`config.mk`:
```
export PLATFORM = sky130hd
export DESIGN_NAME = pipe_stage_buf
export DESIGN_NICKNAME = d
export VERILOG_FILES = /design/src/rtl/pipe_stage_buf.sv
export SDC_FILE = /design/constraint.sdc
export NUM_CORES = 1
export LEC_CHECK = 0
export ABC_AREA = 1
export CAP_MARGIN = 10
export CORE_MARGIN = 1.5
export CORE_UTILIZATION = 53
export CTS_BUF_LIST = sky130_fd_sc_hd__clkbuf_4
export DETAILED_ROUTE_END_ITERATION = 8
export PLACE_DENSITY = 0.82
export SETUP_SLACK_MARGIN = 0.02
export SYNTH_ARGS = -nofsm -noshare
export SYNTH_HDL_FRONTEND = slang
export SYNTH_SLANG_ARGS = --single-unit
```
`constraint.sdc`:
```
create_clock -name clk_i -period 3.3 [get_ports clk_i]
set_clock_uncertainty 0.15 [all_clocks]
set_input_delay 0.66 -clock clk_i [delete_from_list [all_inputs] [get_ports clk_i]]
set_output_delay 0.66 -clock clk_i [all_outputs]
set_load 0.1 [all_outputs]
```
`src/rtl/pipe_stage_buf.sv`:
```
// Width-parametrised pipeline stage: valid/ready handshake over a main + skid register pair,
// with a registered in_ready, synchronous flush to CLR_VAL. Optional perf counters under PIPE_PERF_EN.
module pipe_stage_buf #(
    parameter int                 WIDTH   = 32,
    parameter logic [WIDTH-1:0]   CLR_VAL = '0,
    parameter int                 CNT_W   = 16
) (
    input  logic              clk_i,
    input  logic              rst_i,
    input  logic              in_valid_i,
    output logic              in_ready_o,
    input  logic [WIDTH-1:0]  in_data_i,
    output logic              out_valid_o,
    input  logic              out_ready_i,
    output logic [WIDTH-1:0]  out_data_o,
    input  logic              flush_i,
    output logic [1:0]        occupancy_o
`ifdef PIPE_PERF_EN
    ,
    input  logic              perf_clr_i,
    output logic [CNT_W-1:0]  stall_cnt_o,
    output logic [CNT_W-1:0]  flush_cnt_o
`endif
);

    typedef enum logic [1:0] {
        ST_EMPTY = 2'd0,
        ST_ONE   = 2'd1,
        ST_FULL  = 2'd2
    } state_e;

    state_e            state_q, state_d;
    logic [WIDTH-1:0]  main_q,  main_d;
    logic [WIDTH-1:0]  skid_q,  skid_d;
    logic              in_ready_q,  in_ready_d;
    logic              out_valid_q, out_valid_d;
    logic [1:0]        occ_q,       occ_d;
    logic              accept_s;
    logic              emit_s;

    assign accept_s = in_valid_i & in_ready_q;
    assign emit_s   = out_valid_q & out_ready_i;

    // Next-state and storage update; flush overrides every handshake outcome.
    always_comb begin
        state_d = state_q;
        main_d  = main_q;
        skid_d  = skid_q;
        if (flush_i) begin
            state_d = ST_EMPTY;
            main_d  = CLR_VAL;
            skid_d  = CLR_VAL;
        end else begin
            case (state_q)
                ST_EMPTY: begin
                    if (accept_s) begin
                        main_d  = in_data_i;
                        state_d = ST_ONE;
                    end else begin
                        state_d = ST_EMPTY;
                    end
                end
                ST_ONE: begin
                    if (accept_s && emit_s) begin
                        main_d  = in_data_i;
                        state_d = ST_ONE;
                    end else if (accept_s) begin
                        skid_d  = in_data_i;
                        state_d = ST_FULL;
                    end else if (emit_s) begin
                        state_d = ST_EMPTY;
                    end else begin
                        state_d = ST_ONE;
                    end
                end
                ST_FULL: begin
                    if (emit_s) begin
                        main_d  = skid_q;
                        state_d = ST_ONE;
                    end else begin
                        state_d = ST_FULL;
                    end
                end
                default: begin
                    state_d = ST_EMPTY;
                    main_d  = CLR_VAL;
                    skid_d  = CLR_VAL;
                end
            endcase
        end
    end

    // Handshake outputs decoded from the next state so they leave straight from flops.
    always_comb begin
        in_ready_d  = 1'b1;
        out_valid_d = 1'b0;
        occ_d       = 2'd0;
        case (state_d)
            ST_EMPTY: begin
                in_ready_d  = 1'b1;
                out_valid_d = 1'b0;
                occ_d       = 2'd0;
            end
            ST_ONE: begin
                in_ready_d  = 1'b1;
                out_valid_d = 1'b1;
                occ_d       = 2'd1;
            end
            ST_FULL: begin
                in_ready_d  = 1'b0;
                out_valid_d = 1'b1;
                occ_d       = 2'd2;
            end
            default: begin
                in_ready_d  = 1'b1;
                out_valid_d = 1'b0;
                occ_d       = 2'd0;
            end
        endcase
    end

    // State, storage and registered handshake outputs.
    always_ff @(posedge clk_i or posedge rst_i) begin
        if (rst_i) begin
            state_q     <= ST_EMPTY;
            main_q      <= CLR_VAL;
            skid_q      <= CLR_VAL;
            in_ready_q  <= 1'b1;
            out_valid_q <= 1'b0;
            occ_q       <= 2'd0;
        end else begin
            state_q     <= state_d;
            main_q      <= main_d;
            skid_q      <= skid_d;
            in_ready_q  <= in_ready_d;
            out_valid_q <= out_valid_d;
            occ_q       <= occ_d;
        end
    end

    assign in_ready_o  = in_ready_q;
    assign out_valid_o = out_valid_q;
    assign out_data_o  = main_q;
    assign occupancy_o = occ_q;

`ifdef PIPE_PERF_EN
    logic [CNT_W-1:0] stall_cnt_q, stall_cnt_d;
    logic [CNT_W-1:0] flush_cnt_q, flush_cnt_d;

    function automatic logic [CNT_W-1:0] sat_inc(input logic [CNT_W-1:0] v);
        if (&v) begin
            return v;
        end else begin
            return v + {{(CNT_W-1){1'b0}}, 1'b1};
        end
    endfunction

    // Counter updates; clear beats increment, and only flushes that discard beats count.
    always_comb begin
        stall_cnt_d = stall_cnt_q;
        flush_cnt_d = flush_cnt_q;
        if (perf_clr_i) begin
            stall_cnt_d = {CNT_W{1'b0}};
            flush_cnt_d = {CNT_W{1'b0}};
        end else begin
            if (out_valid_q && !out_ready_i) begin
                stall_cnt_d = sat_inc(stall_cnt_q);
            end else begin
                stall_cnt_d = stall_cnt_q;
            end
            if (flush_i && (state_q != ST_EMPTY)) begin
                flush_cnt_d = sat_inc(flush_cnt_q);
            end else begin
                flush_cnt_d = flush_cnt_q;
            end
        end
    end

    // Counter registers.
    always_ff @(posedge clk_i or posedge rst_i) begin
        if (rst_i) begin
            stall_cnt_q <= {CNT_W{1'b0}};
            flush_cnt_q <= {CNT_W{1'b0}};
        end else begin
            stall_cnt_q <= stall_cnt_d;
            flush_cnt_q <= flush_cnt_d;
        end
    end

    assign stall_cnt_o = stall_cnt_q;
    assign flush_cnt_o = flush_cnt_q;
`endif

endmodule
```
# After elaboration in Yosys (flattened, before gate mapping)
# Cells that the tools add are included.
dict set report op_classes {
  n_bitwise 2
  n_eq_ne 10
  muxes 18
  reduce_logical 6
}
# op count
set ops {}
lappend ops {{$mux 32} 6}
lappend ops {{$pmux 32 s3} 1}
lappend ops {{$pmux 32 s2} 1}
lappend ops {{$ne 3x3->1 const B} 5}
lappend ops {{$mux 2} 4}
lappend ops {{$pmux 2 s3} 1}
lappend ops {{$reduce_and 3->1} 2}
lappend ops {{$eq 2x1->1 const B} 2}
lappend ops {{$eq 2x2->1 const B} 2}
lappend ops {{$mux 1} 4}
lappend ops {{$pmux 2 s2} 1}
lappend ops {{$reduce_or 2->1} 2}
lappend ops {{$and 1x1->1} 2}
lappend ops {{$logic_not 2->1} 1}
lappend ops {{$ne 2x1->1 const B} 1}
lappend ops {{$logic_and 1x1->1} 1}
dict set report totals {
  elab_cells 42
  out_inout_bits 36
  input_bits 37
  reg_bits 70
}

# Logic depth before layout (Yosys ltp)
# Gate-level depths: netlist (run 1).
dict set report depth {
  word_depth 9
  ltp_mapped 7
  mapped_depth_nobuf 7
}

# Worst setup path before layout (run 1)
# Ideal clock, no wire load.
dict set report synth_timing {
  kind {register to register}
  from {register out_valid_q (netlist: out_valid_o)}
  to {register out_valid_q (netlist: out_valid_o)}
  slack_ps 1236
  required_ps 3037
  arrival_time_ps 1801
  n_path_buf 0
  setup_time_ps 113
  synth_period_minus_slack_ps 2064
  path_stages_with_launch 8
  path_cell_list {dfrtp_1 nand2_1 o21ai_1 nand2_2 nand2_1 nand2_1 ha_1 inv_1}
}
dict set report synth_between {
  elab_chain_cells 9
  elab_cells_between_ends 12
  classes_between {2 x eq/ne; 7 x mux; 1 x bitwise; 2 x reduce/logical}
}
# item line
set synth_lines {}
lappend synth_lines {{start, declared} 36} ;# logic out_valid_q, out_valid_d;
lappend synth_lines {{start signal, assigned} 136} ;# out_valid_q <= out_valid_d;
lappend synth_lines {{$and 1x1->1 *} 42} ;# assign emit_s = out_valid_q & out_ready_i;
lappend synth_lines {{$mux 1} 70} ;# end else if (emit_s) begin
lappend synth_lines {{$mux 2} 67} ;# end else if (accept_s) begin
lappend synth_lines {{$mux 2} 64} ;# if (accept_s && emit_s) begin
lappend synth_lines {{$pmux 2 s3 *} 54} ;# case (state_q)
lappend synth_lines {{$mux 2 *} 49} ;# if (flush_i) begin
lappend synth_lines {{$eq 2x2->1 or $eq 2x1->1 (tied branches)} 98} ;# case (state_d)
lappend synth_lines {{$reduce_or 2->1 (no line) *} -}
lappend synth_lines {{$mux 1 *} 98}
lappend synth_lines {{via out_valid_d} 36}
# Mark *: on every way through the listed nets, which the timed path passes. The rest lies on a longest branch.
# A chain may end at the register's enable or synchronous reset.

# Worst setup path after layout (run 1)
dict set report layout_timing {
  from {input flush_i}
  to {register main_q[18] (netlist: out_data_o[18])}
}
dict set report layout_between {
  elab_chain_cells 2
  elab_cells_between_ends 5
  classes_between {3 x eq/ne; 1 x mux; 1 x reduce/logical}
}
# item line
set layout_lines {}
lappend layout_lines {{start, declared} 16} ;# input logic flush_i,
lappend layout_lines {{$ne 3x3->1 (no line)} -}
lappend layout_lines {{$reduce_and 3->1 (no line)} -}
lappend layout_lines {{end signal, assigned} 133} ;# main_q <= main_d;
lappend layout_lines {{end, declared} 33} ;# logic [WIDTH-1:0] main_q, main_d;
# Parallel ways exist; a longest one is shown, timed or not.

==> results of run 1 <==
-- state kept, by name, indices dropped and copies added (netlist names) --
register,flops
out_data_o,32
skid_q,32
occupancy_o,2
state_q,2
in_ready_o,1
out_valid_o,1
-- worst reg2reg max path: cells and delay by family, from the launching register on --
family,cells,cell delay (ns)
buf+inv,1,0.28
flops,1,0.49
simple gates,5,1.03
-- cell usage in the layout (no fill, tap or decap), drive strengths merged --
master and instances:
a21oi 2, buf 45, clkbuf 10, clkdlybuf4s50 36
clkinv 5, clkinvlp 1, dfrtp 69, dfstp 1
ha 3, inv 9, nand2 203, nand3 88
nand4 1, nor2 34, o21ai 22
-- kinds of logic after synthesis --
logic type / after synthesis / share of synthesized area (%)
simple gates: 326 / 38.6
flops: 70 / 50.4
buf+inv: 43 / 6.19
compound gates: 24 / 3.78
fa+ha+maj: 3 / 1.08
-- worst min-delay path by stage --
stage / start / endpoint / cells after the start
floorplan: skid_q[0] / skid_q[0] / 2
global placement: skid_q[4] / skid_q[4] / 2
detailed placement: skid_q[13] / skid_q[13] / 2
CTS: skid_q[24] / skid_q[24] / 2
global route: out_data_o[25] / out_data_o[25] / 2
finish: skid_q[24] / skid_q[24] / 2
-- area by class of cell --
type	count	area (sq um)	area share [%]
multi-input combinational	353	1510	35.9
sequential	70	1750	41.6
tap	77	96.3	2.29
clock buffer	10	75.1	1.78
timing repair buffer	81	711	16.9
clock inverter	6	30.0	0.713
inverter	9	33.8	0.803
-- power groups by stage --
| stage | Clock [mW] | Sequential, mW | Combinational (mW) |
|---|---|---|---|
| global placement | 0 | 1.01 | 0.867 |
| finish | 0.448 | 0.994 | 0.875 |
| detailed placement | 0 | 1.01 | 0.877 |
| global route | 0.499 | 1.00 | 0.925 |
| floorplan | 0 | 1.42 | 0.254 |
| CTS | 0.453 | 0.995 | 0.878 |
-- routing by layer --
layer  up-vias  GRT usage (%)  part of all wire, %
met5         -              0                    0
met4         0           11.8                  1.7
met3        17           3.66                  5.4
met2       125           43.3                   50
met1      1554           33.6                   43
li1       1600              -                    -
==> out/results.txt, run 1 <==
Clk Tree Root Cell: clkbuf_4
layout cells sized above 1: 12.7%
vias per inst: 5.44
status: complete, no violations
first-pass GRT wire length: 14.7 mm
r2r worst-path depth: 6
asr flop ratio synth: 100%
setup bufs post-CTS: 0
die width: 84.0 um
area grow syn2layout: 21.0%
placed insts: 590
register bit count reported by yosys: 70
post-synth top area cell: dfrtp_1
ANT cells: 0
total CTS buffers: 9
most frequent CP cell: nand2_1
cell area after layout: 4210 sq um
Netlist cell types: 17
reported net switching power: 1.03 mW
initial cell density of the core: 54.8%
Filler cells: 543
antenna violations before repair: 0
Max Cap Viol: 0
Slew Viols, Final: 0
placed cell areas: 4100 sq um
gp weighted congestion: 0.797
worst setup path endpoint: out_data_o[18]
DR pass1 iterations: 5
R2R setup slack: 1.24 ns
CTS tree: done
PwrDens: 551 nW/um^2
H-tree depth: 3
Ports: 73
leakage power: 2.23 nW
Req. time, crit path: 3.48 ns
Critical path origin: flush_i
crit path buf inv count: 3
cell internal pwr: 1.29 mW
clk buf depth: 2
Slowest cell on crit path: clkdlybuf4s50_1
Finished Core Util: 66.3%
CP max stage delay: 0.51 ns
minimum clock period: 2.17 ns
WP data arrival: 2.36 ns
post-synthesis sequential area ratio: 50.4%
final setup fails: 0
Clk pin slew, worst setup/hold paths: 0.10 ns
GR Util All Layers: 25.9%
Logic pwr share: 37.8%
vias: 3296
standard-cell rows: 29
Skew-Pair Late Insertion Delay: 0.39 ns
post-cts resize count: 0
Post-Synthesis Cells: 466
fin crit share: 65.8%
Post-synth EDFFs: 0
post-route setup slack: 1.13 ns
Post-Syn Area: 3480 sq um
crit path kind: in2reg
Hold-fix buffers, CTS: 0
drc violations: 0
Seq pwr share: 42.9%
crit path max fanout: 33
Overflow after GRT: 0
Placement Setup Slack: 0.757 ns
RSZ-0062 raised after global routing: false
WL final: 8.72 mm
Worst path depth: 7
Die Height: 84.0 um
input/output buffers: 72
post-synthesis net count: 506
fin cells: 606
VDD IR-drop max: 0.000288 V
area fraction of the dominant cell type after synthesis: 49.6%
kind of cell adding the most delay to the critical path: buffers and inverters
top-count cell post-synth: nand2_1
final hold slack: 0.365 ns
Reg-to-Reg End: out_data_o[4]
clk sinks: 70
worst hold path type: reg2reg
Layout Nets: 564
HPWL after DPL: 5.59 mm
Slew headroom: 49.1%
ANT nets after route: 0
die area: 7060 sq um
r2r startpoint: state_q[1]
most frequent cells after synthesis: 201 x nand2_1, 88 x nand3_1, 69 x dfrtp_1
crit path cell chain: clkdlybuf4s50_1 > inv_2 > buf_4 > nand3_1 > nand2_1 > nand2_1 > nand2_1
drt wl/cell: 14.4 um
synthesized area per cell: 7.46 sq um
vias in the first global route: 3192
largest net degree at the start of global routing: 44
placeable core area: 6350 sq um
CP Capture Type: register
Pwr Total: 2.32 mW
Syn. warnings: 0
sw frac: 44.5%
max frequency: 461 MHz
ys flop type: dfrtp_1
Setup TNS: 0 ns
1st-iter DRT viols: 301
Clk pwr share: 19.3%
startpoint types: primary input
final hold violation count: 0
Worst-Margin Slew: 0.761 ns
largest cells by area after synthesis: dfrtp_1 50%, nand2_1 22%, nand3_1 13%, nor2_1 3.7%, o21ai_0 3.0%
Power figures use the tool's default switching activity.
==> run 2, diff against run 1 <==
--- a/config.mk
+++ b/config.mk
@@ -8,10 +8,10 @@
 export ABC_AREA = 1
 export CAP_MARGIN = 10
 export CORE_MARGIN = 1.5
-export CORE_UTILIZATION = 53
+export CORE_UTILIZATION = 48
 export CTS_BUF_LIST = sky130_fd_sc_hd__clkbuf_4
 export DETAILED_ROUTE_END_ITERATION = 8
-export PLACE_DENSITY = 0.82
+export PLACE_DENSITY = 0.79
 export SETUP_SLACK_MARGIN = 0.02
 export SYNTH_ARGS = -nofsm -noshare
 export SYNTH_HDL_FRONTEND = slang
==> constraint.sdc (replaced) <==
create_clock -name clk_i -period 1.8 [get_ports clk_i]
set_clock_uncertainty 0.15 [all_clocks]
set_input_delay 0.36 -clock clk_i [delete_from_list [all_inputs] [get_ports clk_i]]
set_output_delay 0.36 -clock clk_i [all_outputs]
set_load 0.1 [all_outputs]
==> run 2 against run 1 <==
Net effect:
- sequential power rose by 90%
- clock-buffer cell count fell by 1
- utilization rose by 4.3 points
- hold slack got worse by 0.15 ns
- critical path depth fell by 6
- final area rose by 16%
- sequential share of layout area fell by 5.6 points
- clock power rose by 120%
- first-iteration DRC count fell by 10%
- die area rose by 10%
- global-route usage fell by 0.46 points
==> out/results.txt, run 2 (same netlist as run 1, synthesis figures left out) <==
Worst path depth: 1 (-6)
sw frac: 41.8% (-2.7 points)
vias: 3422 (+3.8%)
VDD IR-drop max: 0.000543 V (+88%)
leakage power: 2.45 nW (+9.5%)
Logic pwr share: 40.3% (+2.5 points)
area grow syn2layout: 40.1%
drc violations: 0 (unchanged)
vias in the first global route: 3269 (+2.4%)
Slew headroom: 67.1% (+18 points)
final setup fails: 0 (unchanged)
cell internal pwr: 2.81 mW (+120%)
worst hold path type: in2async
placeable core area: 6910 sq um (+8.8%)
H-tree depth: 3 (unchanged)
crit path buf inv count: 1 (-2)
CP max stage delay: 0.65 ns (+0.14 ns)
Reg-to-Reg End: out_valid_o
ANT nets after route: 0 (unchanged)
post-cts resize count: 0 (unchanged)
DR pass1 iterations: 5 (unchanged)
reported net switching power: 2.02 mW (+96%)
placed insts: 622 (+5.4%)
WL final: 9.12 mm (+4.7%)
status: complete, no violations
Slew Viols, Final: 0 (unchanged)
layout cells sized above 1: 15.7% (+3.0 points)
crit path max fanout: 2 (-94%)
fin crit share: 97.4%
startpoint types: register
crit path kind: reg2out
initial cell density of the core: 50.4% (-4.4 points)
kind of cell adding the most delay to the critical path: flip-flops
Worst-Margin Slew: 0.493 ns (-0.268 ns)
die width: 88.1 um (+4.9%)
minimum clock period: 1.75 ns
CP Capture Type: output pin
Die Height: 88.1 um (+4.9%)
vias per inst: 5.36 (-1.4%)
Slowest cell on crit path: dfstp_4
ANT cells: 0 (unchanged)
final hold violation count: 0 (unchanged)
CTS tree: done
1st-iter DRT viols: 270 (-10%)
first-pass GRT wire length: 15.2 mm (+3.3%)
largest net degree at the start of global routing: 71 (+61%)
post-route setup slack: 0.0473 ns (-1.08 ns)
input/output buffers: 72 (unchanged)
Layout Nets: 577 (+2.3%)
Overflow after GRT: 0 (unchanged)
RSZ-0062 raised after global routing: true
WP data arrival: 1.24 ns (-1.12 ns)
Setup TNS: 0 ns (unchanged)
antenna violations before repair: 0 (unchanged)
Clk pin slew, worst setup/hold paths: 0.12 ns (+0.02 ns)
Req. time, crit path: 1.29 ns (-2.19 ns)
Clk pwr share: 20.6% (+1.3 points)
Skew-Pair Late Insertion Delay: 0.42 ns (+0.03 ns)
commonest cells after routing, fill and taps aside: 201 x nand2_1, 88 x nand3_1, 68 x dfrtp_1
total CTS buffers: 9 (unchanged)
GR Util All Layers: 25.5% (-0.46 points)
die area: 7770 sq um (+10%)
Ports: 73 (unchanged)
Seq pwr share: 39.1% (-3.8 points)
Max Cap Viol: 0 (unchanged)
PwrDens: 992 nW/um^2 (+80%)
Placement Setup Slack: -0.108 ns (-0.865 ns)
max frequency: 571 MHz
R2R setup slack: 0.10 ns (-1.14 ns)
crit path cell chain: buf_12
setup bufs post-CTS: 0 (unchanged)
r2r startpoint: in_ready_o
r2r worst-path depth: 6 (unchanged)
drt wl/cell: 14.3 um (-0.57%)
Clk Tree Root Cell: clkbuf_4
fin cells: 638 (+5.3%)
Hold-fix buffers, CTS: 0 (unchanged)
HPWL after DPL: 6.17 mm (+10%)
clk buf depth: 2 (unchanged)
commonest non-fill, non-tap cell in the layout: nand2_1
clk sinks: 70 (unchanged)
standard-cell rows: 30 (+3.4%)
gp weighted congestion: 0.775 (-2.7%)
## run 2: layout make-up
| class | instances | area, sq um |
|---|---|---|
| Clock buffer | 9 | 67.6 |
| Clock inverter | 7 | 65.1 |
| Fill cell | 548 | 2030 |
| Inverter | 9 | 37.5 |
| Multi-Input combinational cell | 353 | 1520 |
| Sequential cell | 70 | 1760 |
| Tap cell | 96 | 120 |
| Timing Repair Buffer | 94 | 1300 |
## run 2: stage by stage
step                power (mW)  util (%)  hold slack (ns)  instance area, sq um
CTS                       4.84      70.3            0.231                  4860
global placement          3.82      68.4            0.339                  4730
finish                    4.83      70.5            0.213                  4870
floorplan                 3.07         -            0.326                  3490
detailed placement        3.86      68.4            0.344                  4730
global route              5.03      70.5            0.239                  4870
## run 2: power by group through the flow
stage	clock network (mW)	logic, mW	registers [mW]
detailed placement	0	1.94	1.92
floorplan	0	0.467	2.60
finish	0.995	1.95	1.89
global route	1.08	2.04	1.91
global placement	0	1.91	1.91
CTS	1.01	1.94	1.89
## run 2: worst max-delay path by stage
| stage | start | end | slack [ns] |
|---|---|---|---|
| floorplan | in_ready_o | out_valid_o | 0.03 |
| global placement | flush_i | out_valid_o | -0.07 |
| detailed placement | out_ready_i | out_valid_o | -0.11 |
| CTS | in_ready_o | in_ready_o | 0.03 |
| global route | in_ready_o | in_ready_o | 0.01 |
| finish | in_ready_o | in_ready_o | 0.05 |
## run 2: per-layer routing
metal	wire length, um	part of all wire, %	up-vias	track usage [%]
met3	584	6.4	20	4.52
li1	-	-	1631	-
met1	3760	41	1624	32.8
met5	0	0	-	0
met2	4540	50	147	41.8
met4	233	2.6	0	11.9
